## config.mk

```make
export PLATFORM = sky130hd
export DESIGN_NAME = mips32_run_ctrl
export DESIGN_NICKNAME = d
export VERILOG_FILES = /design/src/rtl/mips32_run_ctrl.sv
export SDC_FILE = /design/constraint.sdc
export NUM_CORES = 1
export LEC_CHECK = 0
export BUFFER_PORTS_ARGS = -buffer_cell sky130_fd_sc_hd__buf_2
export CAP_MARGIN = 5
export CORE_UTILIZATION = 43
export DETAILED_ROUTE_END_ITERATION = 8
export GPL_TIMING_DRIVEN = 0
export PLACE_DENSITY = 0.88
export SETUP_SLACK_MARGIN = 0.02
export SYNTH_ARGS = -nofsm -noshare
export SYNTH_HDL_FRONTEND = slang
export SYNTH_SLANG_ARGS = --single-unit
```

## constraint.sdc

```tcl
create_clock -name clk1 -period 2.6 [get_ports clk1]
set_clock_uncertainty 0.1 [all_clocks]
set_input_delay 0.39 -clock clk1 [delete_from_list [all_inputs] [get_ports clk1]]
set_output_delay 0.39 -clock clk1 [all_outputs]
set_load 0.01 [all_outputs]
```

## src/rtl/mips32_run_ctrl.sv

```systemverilog
// Load/run/dump sequencer for the pipelined MIPS32 core: streams a program into
// instruction memory, releases the core until HLT or budget, then dumps R0..R(DUMP_REGS-1).
// Define MIPS32_RUN_CTRL_DUMP_EN to build the register-dump state; otherwise RUN ends in DONE.
module mips32_run_ctrl #(
  parameter int unsigned MEM_AW    = 10,
  parameter int unsigned DUMP_REGS = 6,
  parameter int unsigned CYC_W     = 16
) (
  input  logic              clk1,
  input  logic              reset,
  input  logic              start,
  input  logic              ld_valid,
  output logic              ld_ready,
  input  logic [31:0]       ld_data,
  input  logic              ld_last,
  output logic              mem_we,
  output logic [MEM_AW-1:0] mem_addr,
  output logic [31:0]       mem_wdata,
  output logic              core_hold,
  output logic              core_init,
  input  logic              core_halted,
  input  logic [CYC_W-1:0]  max_cycles,
  output logic [4:0]        reg_raddr,
  input  logic [31:0]       reg_rdata,
  output logic              dump_valid,
  input  logic              dump_ready,
  output logic [31:0]       dump_data,
  output logic [4:0]        dump_idx,
  output logic              busy,
  output logic              done,
  output logic              timeout,
  output logic              load_ovf,
  output logic [CYC_W-1:0]  run_cycles
);

  typedef enum logic [2:0] {
    S_IDLE,
    S_LOAD,
    S_INIT,
    S_RUN,
    S_DUMP,
    S_DONE
  } state_e;

  state_e            state_q, state_d;
  logic [MEM_AW-1:0] addr_q, addr_d;
  logic [CYC_W-1:0]  cyc_q, cyc_d;
  logic              timeout_q, timeout_d;
  logic              ovf_q, ovf_d;
  logic              ld_acc;
  logic              budget_hit;

`ifdef MIPS32_RUN_CTRL_DUMP_EN
  localparam logic [4:0] LAST_IDX = 5'(DUMP_REGS - 1);
  logic [4:0] idx_q, idx_d;
`endif

  assign ld_acc     = ld_valid && (state_q == S_LOAD);
  assign budget_hit = (max_cycles != '0) && (cyc_q == max_cycles - CYC_W'(1));

  always_ff @(posedge clk1) begin
    if (reset) begin
      state_q   <= S_IDLE;
      addr_q    <= '0;
      cyc_q     <= '0;
      timeout_q <= 1'b0;
      ovf_q     <= 1'b0;
`ifdef MIPS32_RUN_CTRL_DUMP_EN
      idx_q     <= '0;
`endif
    end else begin
      state_q   <= state_d;
      addr_q    <= addr_d;
      cyc_q     <= cyc_d;
      timeout_q <= timeout_d;
      ovf_q     <= ovf_d;
`ifdef MIPS32_RUN_CTRL_DUMP_EN
      idx_q     <= idx_d;
`endif
    end
  end

  always_comb begin
    state_d   = state_q;
    addr_d    = addr_q;
    cyc_d     = cyc_q;
    timeout_d = timeout_q;
    ovf_d     = ovf_q;
`ifdef MIPS32_RUN_CTRL_DUMP_EN
    idx_d     = idx_q;
`endif
    case (state_q)
      S_IDLE, S_DONE: begin
        if (start) begin
          state_d   = S_LOAD;
          addr_d    = '0;
          cyc_d     = '0;
          timeout_d = 1'b0;
          ovf_d     = 1'b0;
        end
      end
      S_LOAD: begin
        if (ld_acc) begin
          addr_d = addr_q + MEM_AW'(1);
          if (ld_last) begin
            state_d = S_INIT;
          end else if (&addr_q) begin
            // Memory full: stop loading rather than wrap onto address 0.
            ovf_d   = 1'b1;
            addr_d  = addr_q;
            state_d = S_INIT;
          end
        end
      end
      S_INIT: state_d = S_RUN;
      S_RUN: begin
        if (~&cyc_q) cyc_d = cyc_q + CYC_W'(1);
        if (core_halted || budget_hit) begin
          timeout_d = !core_halted;
`ifdef MIPS32_RUN_CTRL_DUMP_EN
          idx_d   = '0;
          state_d = S_DUMP;
`else
          state_d = S_DONE;
`endif
        end
      end
`ifdef MIPS32_RUN_CTRL_DUMP_EN
      S_DUMP: begin
        if (dump_ready) begin
          if (idx_q == LAST_IDX) state_d = S_DONE;
          else idx_d = idx_q + 5'd1;
        end
      end
`endif
      default: state_d = S_IDLE;
    endcase
  end

  assign ld_ready   = (state_q == S_LOAD);
  assign mem_we     = ld_acc;
  assign mem_addr   = ld_acc ? addr_q : '0;
  assign mem_wdata  = ld_acc ? ld_data : '0;
  assign core_hold  = (state_q != S_RUN);
  assign core_init  = (state_q == S_INIT);
  assign busy       = (state_q == S_LOAD) || (state_q == S_INIT) ||
                      (state_q == S_RUN)  || (state_q == S_DUMP);
  assign done       = (state_q == S_DONE);
  assign timeout    = timeout_q;
  assign load_ovf   = ovf_q;
  assign run_cycles = cyc_q;

`ifdef MIPS32_RUN_CTRL_DUMP_EN
  assign dump_valid = (state_q == S_DUMP);
  assign reg_raddr  = dump_valid ? idx_q : '0;
  assign dump_idx   = dump_valid ? idx_q : '0;
  assign dump_data  = dump_valid ? reg_rdata : '0;
`else
  logic unused_dump;
  assign unused_dump = ^{dump_ready, reg_rdata, 5'(DUMP_REGS)};
  assign dump_valid  = 1'b0;
  assign reg_raddr   = '0;
  assign dump_idx    = '0;
  assign dump_data   = '0;
`endif

endmodule
```

; Word-level counts from Yosys, hierarchy flattened
; Index checks and enable logic that the tools add are counted.
[totals]
out_inout_bits = 109
in_bits = 87
elab_cells = 65
reg_bits = 31
[classes]
reduce_logical = 19
muxes = 23
add_sub_neg = 3
n_eq_ne = 15
[op_table]
columns = op, count
row1 = 2-to-1 mux 10 bit, 5
row2 = 2-to-1 mux 16 bit, 2
row3 = 2-to-1 mux 32 bit, 1
row4 = one-hot mux 16 bit (2 select lines), 1
row5 = one-hot mux 10 bit (2 select lines), 1
row6 = "adder 16 x 1 -> 16 bit, second input constant", 1
row7 = == test 16 bit, 1
row8 = AND reduction 16 bit, 1
row9 = nonzero test 16 bit, 1
row10 = "subtractor 16 x 1 -> 16 bit, second input constant", 1
row11 = 2-to-1 mux 3 bit, 5
row12 = one-hot mux 3 bit (4 select lines), 1
row13 = "adder 10 x 1 -> 10 bit, second input constant", 1
row14 = AND reduction 10 bit, 1
row15 = "inequality test 2 bit, second input constant", 4
row16 = AND reduction 4 bit, 2
row17 = "== test 3 x 2 -> 1 bit, second input constant", 2
row18 = "== test 3 bit, second input constant", 2
row19 = AND reduction 3 bit, 2
row20 = 2-to-1 mux 1 bit, 5
row21 = AND reduction 5 bit, 1
row22 = logical OR 1 bit, 4
row23 = "inequality test 2 x 1 -> 1 bit, second input constant", 2
row24 = one-hot mux 1 bit (2 select lines), 2
row25 = 9 further kinds, 11

; Longest topological paths before layout
; Gate-level depths: netlist of run 1.
[depth]
ltp_word = 6
ltp_mapped = 8
depth_no_buf = 8

; Least setup slack after synthesis of run 1
; OpenSTA, ideal clock, no wires.
[synth_path]
kind = input -> register
start = input start
end = register cyc_q[15], in the netlist run_cycles[15]
n_path_buf = 0
required_time_ns = 2.379
t_arrival_ns = 1.967
path_slack_ns = 0.412
path_stages = 6
setup_time_ns = 0.121
path_cell_list = or3b_2 > a21oi_2 > o22ai_2 > nor3_1 > nor3b_2 > mux2_2
[synth_via]
elab_chain_len = 2
[synth_lines]
columns = element, line
row1 = "start, declared", 11  ; input logic start,
row2 = inequality test 2 bit (no source line), --
row3 = AND reduction 3 bit (no source line), --
row4 = "end signal, assigned", 74  ; cyc_q <= cyc_d;
row5 = "end, declared", 47  ; logic [CYC_W-1:0] cyc_q, cyc_d;
; No other way between the ends.
; A chain may end at the register's enable or synchronous reset.

; Final worst setup path of run 1
[layout_path]
start = register state_q[1]
end = register cyc_q[15], in the netlist run_cycles[15]
[layout_via]
elab_chain_len = 4
elab_cells_between_ends = 9
classes_between = eq/ne: 4 / mux: 1 / reduce/logical: 4
[layout_lines]
columns = element, line
row1 = "start, declared", 45  ; state_e state_q, state_d;
row2 = "start signal, assigned", 72  ; state_q <= state_d;
row3 = == test 3 bit / logical NOT 3 bit (equally long branches), 92  ; case (state_q)
row4 = OR reduction 2 bit, 92
row5 = inequality test 2 bit (no source line) / nonzero test 2 bit (equally long branches), --
row6 = AND reduction 3 bit (no source line), --
; Parallel ways exist; a longest one is shown, timed or not.

==> flow_metrics.env, run 1 <==
export IMPL_cts_setup_buffers=0
export IMPL_htreeDepth=2
export IMPL_start_util_pct=44.8
export IMPL_grt_max_degree=11
export IMPL_synth_common_cells="and3_1 (47), buf_4 (43), nor2_1 (33)"
export IMPL_cp_required_ns=2.68
export IMPL_power_mw=1.22
export IMPL_die_w_microns=83.8
export IMPL_pre_cts_ws_ns=0.0829
export IMPL_gr_total_overflow=0
export IMPL_post_dp_hpwl_microns=6190
export IMPL_via_count=3178
export IMPL_cp_cell_sequence="or3b_2, a21oi_2, o22ai_2, nor3_1, nor3b_2, mux2_2"
export IMPL_clock_latency_ns=0.28
export IMPL_place_gp_congestion=0.826
export IMPL_p_comb_share_pct=30.0
export IMPL_io_pins=196
export IMPL_areaGrowthSynthToFinish_pct=32.5
export IMPL_synth_seq_cells=31
export IMPL_drive_gt1_share_pct=35.2
export IMPL_utilization_pct=59.4
export IMPL_p_seq_share_pct=39.8
export IMPL_dieArea_sq_um=7020
export IMPL_fmax_mhz=410
export IMPL_finalNetCount=637
export IMPL_cts_buffers_inserted=5
export IMPL_drc_errors=16
export IMPL_synth_flop_cell="dfxtp_1"
export IMPL_p_sw_share_pct=31.7
export IMPL_io_buffer_count=117
export IMPL_synth_edf_count=0
export IMPL_track_usage_pct=21.4
export IMPL_placed_cell_area_sq_um=3720
export IMPL_synth_most_common_cell="and3_1"
export IMPL_ctsLongestPathBuffers=2
export IMPL_worst_path_max_delay_cell="or3b_2"
export IMPL_power_leakage_nw=2.01
export IMPL_worstPathMaxFanout=6
export IMPL_period_minus_slack_ns=2.44
export IMPL_setup_ws_ns=0.163
export IMPL_maxSlewHeadroom_pct=63.8
export IMPL_finalInstanceArea_sq_um=3810
export IMPL_drtAntennaViolNets=0
export IMPL_setup_violations=0
export IMPL_clkPwrFrac_pct=30.2
export IMPL_yosys_top_cells_area="dfxtp_1 (22%), buf_4 (11%), and3_1 (10%)"
export IMPL_grt_pass1_vias=2850
export IMPL_ys_warn_count=0
export IMPL_drtIter0Drc=237
export IMPL_p_switching_mw=0.386
export IMPL_syn_inst=381
export IMPL_timing_max_cap_violations=0
export IMPL_ir_worst_vdd_v=0.000267
export IMPL_finalHoldWorstSlack_ns=0.317
export IMPL_grt_setup_unrepaired="no"
export IMPL_dp_cells=617
export IMPL_grt_antenna_before_repair=0
export IMPL_end_kind="flip-flop"
export IMPL_routed_wl_microns=7710
export IMPL_syn_cell_area_sq_um=2880
export IMPL_tns_ns=0
export IMPL_diodes=0
export IMPL_die_y_microns=83.8
export IMPL_cp_arrival_ns=2.51
export IMPL_clock_root_buffer="clkbuf_8"
export IMPL_clkTransAtPathRegs_ns=0.06
export IMPL_coreArea_sq_um=6420
export IMPL_yosysTopAreaCell="dfxtp_1"
export IMPL_final_hold_viol_count=0
export IMPL_async_reset_ff_share_pct=0
export IMPL_hold_class="primary input to flip-flop"
export IMPL_ys_types=60
export IMPL_startpoint_type="flip-flop"
export IMPL_cts_sinks=31
export IMPL_post_drt_wl_per_cell_microns=12.3
export IMPL_max_stage_delay_ns=0.48
export IMPL_power_internal_mw=0.830
export IMPL_stdcell_count=625
export IMPL_drt_first_pass_iters=6
export IMPL_worst_setup_path_type="flip-flop to flip-flop"
export IMPL_rows=29
export IMPL_status="complete, but fails checks"
export IMPL_violations="design-rule violations"
export IMPL_slew_violations=0
export IMPL_via_per_inst=5.08
export IMPL_seq_area_frac_synth_pct=21.6
export IMPL_synth_area_per_cell_sq_um=7.55
export IMPL_cellPowerDensity_nw_per_um2=319
export IMPL_grt_pass1_wl_microns=12600
export IMPL_cts_tree="done"
export IMPL_finalCritPeriodShare_pct=93.7
export IMPL_synth_top_area_share_pct=21.6
export IMPL_worst_pin_slew_ns=0.540
[power by group through the flow]
stage	clock [mW]	sequential [mW]	combinational [mW]
after floorplan	0	0.493	0.242
after global placement	0	0.494	0.346
after detailed placement	0	0.494	0.355
after CTS	0.370	0.483	0.356
after global routing	0.391	0.484	0.400
final	0.367	0.484	0.365
[kinds of logic after synthesis]
logic type                 count (synthesis)  synth area share (%)
and+or+nand+nor                          181                  37.4
buffers and inverters                     80                  16.7
AOI/OAI and AO/OA                         51                  12.4
xor gates and xnor gates                  32                  9.74
DFF                                       31                  21.6
adders and majority gates                  3                  1.30
muxes                                      2                 0.783
other                                      1                 0.130
[per-layer routing]
metal  share of wire (%)  global-route usage [%]  vias up
met3                 5.6                    3.36       17
met5                   0                       0        -
li1                    -                       -     1593
met1                  45                    27.3     1441
met2                  48                    36.4      127
met4                 2.1                    7.99        0
[layout make-up]
type | count | area [sq um]
buffer | 64 | 425
clock buffer | 7 | 76.3
clock inverter | 1 | 5.00
fill | 567 | 2610
inverter | 16 | 60.1
multi-input combinational | 312 | 1940
sequential | 31 | 621
tap | 77 | 96.3
timing repair buffer | 117 | 586
[state kept, by name (all words and copies together), names as in the netlist]
| name | count |
|---|---|
| run_cycles | 16 |
| addr_q | 10 |
| state_q | 3 |
| load_ovf | 1 |
| timeout | 1 |
[path summary, 6_finish.rpt]
| check | from | to | slack (ns) | depth (start not counted) |
|---|---|---|---|---|
| setup / recovery | state_q[1] | run_cycles[15] | 0.16 | 6 |
| hold / removal | core_halted | state_q[1] | 0.32 | 3 |
| setup reg to reg | state_q[1] | run_cycles[15] | 0.16 | 6 |
| hold reg to reg | load_ovf | load_ovf | 0.37 | 2 |
[worst max-delay path: cells and delay by family, from the launching register on]
family,cells,cell delay (ns)
multiplexers,1,0.34
flip-flops,1,0.36
AO/OA/AOI/OAI,2,0.38
AND/OR/NAND/NOR,3,1.14
[layout by cell type (no fill, tap or decap), types with 14 or more instances in the layout]
master | netlist | layout
nor2_1 | 33 | 33
xnor2_1 | 22 | 22
nand2_1 | 14 | 14
dfxtp_1 | 31 | 31
buf_2 | 2 | 119
inv_1 | 16 | 16
and3_1 | 47 | 47
conb_1 | 1 | 43
buf_4 | 43 | 43
[repair_timing]
action | in CTS | in global routing
gates resized for setup | 1 | 10
setup endpoints to repair | 11 | 39
hold buffers | 0 | 0
Note: power is estimated with default switching activity, not from simulation.
==> inputs of run 2 (changes only) <==
Settings changed: CELL_PAD_IN_SITES_DETAIL_PLACEMENT set to 1, CELL_PAD_IN_SITES_GLOBAL_PLACEMENT set to 2, CORE_UTILIZATION 43 to 21, PLACE_DENSITY 0.88 to 0.86.
==> flow_metrics.env, run 2 (synthesis results as in run 1) <==
export IMPL_status="finished, final reports clean"
export IMPL_end_kind="flip-flop"
export IMPL_die_w_microns=119
export IMPL_period_minus_slack_ns=2.43
export IMPL_drtAntennaViolNets=0
export IMPL_finalCritPeriodShare_pct=93.5
export IMPL_multiInputGateArea_sq_um=1940
export IMPL_diodes=0
export IMPL_regArea_sq_um=621
export IMPL_cp_arrival_ns=2.50
export IMPL_drtIter0Drc=76
export IMPL_htreeDepth=2
export IMPL_start_util_pct=21.6
export IMPL_power_internal_mw=1.02
export IMPL_p_seq_share_pct=33.8
export IMPL_worstPathMaxFanout=10
export IMPL_power_leakage_nw=2.03
export IMPL_die_y_microns=119
export IMPL_grt_setup_unrepaired="no"
export IMPL_io_buffer_count=117
export IMPL_coreArea_sq_um=13300
export IMPL_clkTransAtPathRegs_ns=0.05
export IMPL_cts_setup_buffers=0
export IMPL_worst_pin_slew_ns=0.604
export IMPL_cts_hold_buf=0
export IMPL_hold_class="primary input to flip-flop"
export IMPL_ir_worst_vdd_v=0.000192
export IMPL_fmax_mhz=412
export IMPL_finalHoldWorstSlack_ns=0.343
export IMPL_finalNetCount=637
export IMPL_fillerInstances=1668
export IMPL_drc_errors=0
export IMPL_drt_first_pass_iters=4
export IMPL_clkPwrFrac_pct=40.0
export IMPL_track_usage_pct=13.7
export IMPL_place_gp_congestion=0.788
export IMPL_grt_util_met1_pct=16.4
export IMPL_grtUsageMet3_pct=1.92
export IMPL_setup_violations=0
export IMPL_grt_max_degree=11
export IMPL_worst_setup_path_type="flip-flop to flip-flop"
export IMPL_io_pins=196
export IMPL_via_count=3200
export IMPL_post_dp_hpwl_microns=8100
export IMPL_tns_ns=0
export IMPL_clock_root_buffer="clkbuf_16"
export IMPL_cts_buffers_inserted=5
export IMPL_timing_max_cap_violations=0
export IMPL_layout_common_cells="buf_2 (119), and3_1 (47), buf_4 (43), conb_1 (43), nor2_1 (33)"
export IMPL_grt_met2_usage_pct=25.4
export IMPL_grt_pass1_wl_microns=15900
export IMPL_power_mw=1.43
export IMPL_routed_wl_microns=9810
export IMPL_largest_reg_flops=16
export IMPL_cts_tree="done"
export IMPL_finalInstanceArea_sq_um=3990
export IMPL_dieArea_sq_um=14200
export IMPL_areaGrowthSynthToFinish_pct=38.7
export IMPL_post_drt_wl_per_cell_microns=13.6
export IMPL_startpoint_type="flip-flop"
export IMPL_slew_violations=0
export IMPL_final_hold_viol_count=0
export IMPL_p_sw_share_pct=29.2
export IMPL_p_switching_mw=0.420
export IMPL_placed_cell_area_sq_um=3840
export IMPL_gr_total_overflow=0
export IMPL_via_per_inst=4.43
export IMPL_grt_pass1_vias=3212
export IMPL_maxSlewHeadroom_pct=59.5
export IMPL_cts_sinks=31
export IMPL_grt_antenna_before_repair=0
export IMPL_drive_gt1_share_pct=35.1
export IMPL_cellPowerDensity_nw_per_um2=359
export IMPL_clock_latency_ns=0.28
export IMPL_grt_busiest_layer="met2"
export IMPL_cp_required_ns=2.67
export IMPL_rows=42
export IMPL_layout_commonest_cell="buf_2"
export IMPL_ctsLongestPathBuffers=2
export IMPL_p_comb_share_pct=26.2
run 2: worst paths after layout:
kind	start	endpoint	slack, ns	cells after the start
worst max-delay path	state_q[0]	run_cycles[15]	0.17	7
worst min-delay path	core_halted	state_q[1]	0.34	3
worst max register to register	state_q[0]	run_cycles[15]	0.17	7
worst min register to register	timeout	timeout	0.38	2
run 2: routing by layer:
metal	routed length [microns]	share of wire [%]	vias to the layer above
met5	0	0	-
met4	81	0.83	0
met3	248	2.5	6
met2	5180	53	56
met1	4300	44	1546
li1	-	-	1592
run 2: area by class of cell:
class	instances	share of cell area [%]
plain buffers	64	10.7
clock inverters	1	0.125
multi-input cells	312	48.5
inverters	16	1.50
well taps	176	5.52
flip-flops and latches	31	15.5
clock buffers	6	3.48
repair buffers	117	14.7
run 2: through the flow:
step	std cells	util, %	setup slack, ns
finish	723	30.0	0.170
global placement	716	28.9	0.0872
floorplan	423	-	0.412
detailed placement	716	28.9	0.0219
global route	723	30.0	0.0266
CTS	723	30.0	0.0625
run 2: what timing repair did:
action,CTS,global route
gates resized for setup,2,6
endpoints found under the setup margin,28,30
pin swaps,0,0
run 2: worst max-delay path: stages (launching register included):
cell	delay (ns)
dfxtp_1	0.35
buf_2	0.21
nand2_1	0.18
nor2b_1	0.36
o22ai_2	0.21
nor3_1	0.34
nor3b_2	0.23
mux2_2	0.34
run 2: power by group through the flow:
stage	Clock (mW)	Combinational (mW)	Sequential [mW]
after floorplan	0	0.242	0.493
after global placement	0	0.358	0.494
after detailed placement	0	0.370	0.495
after CTS	0.582	0.373	0.485
after global routing	0.614	0.413	0.485
final	0.574	0.376	0.485
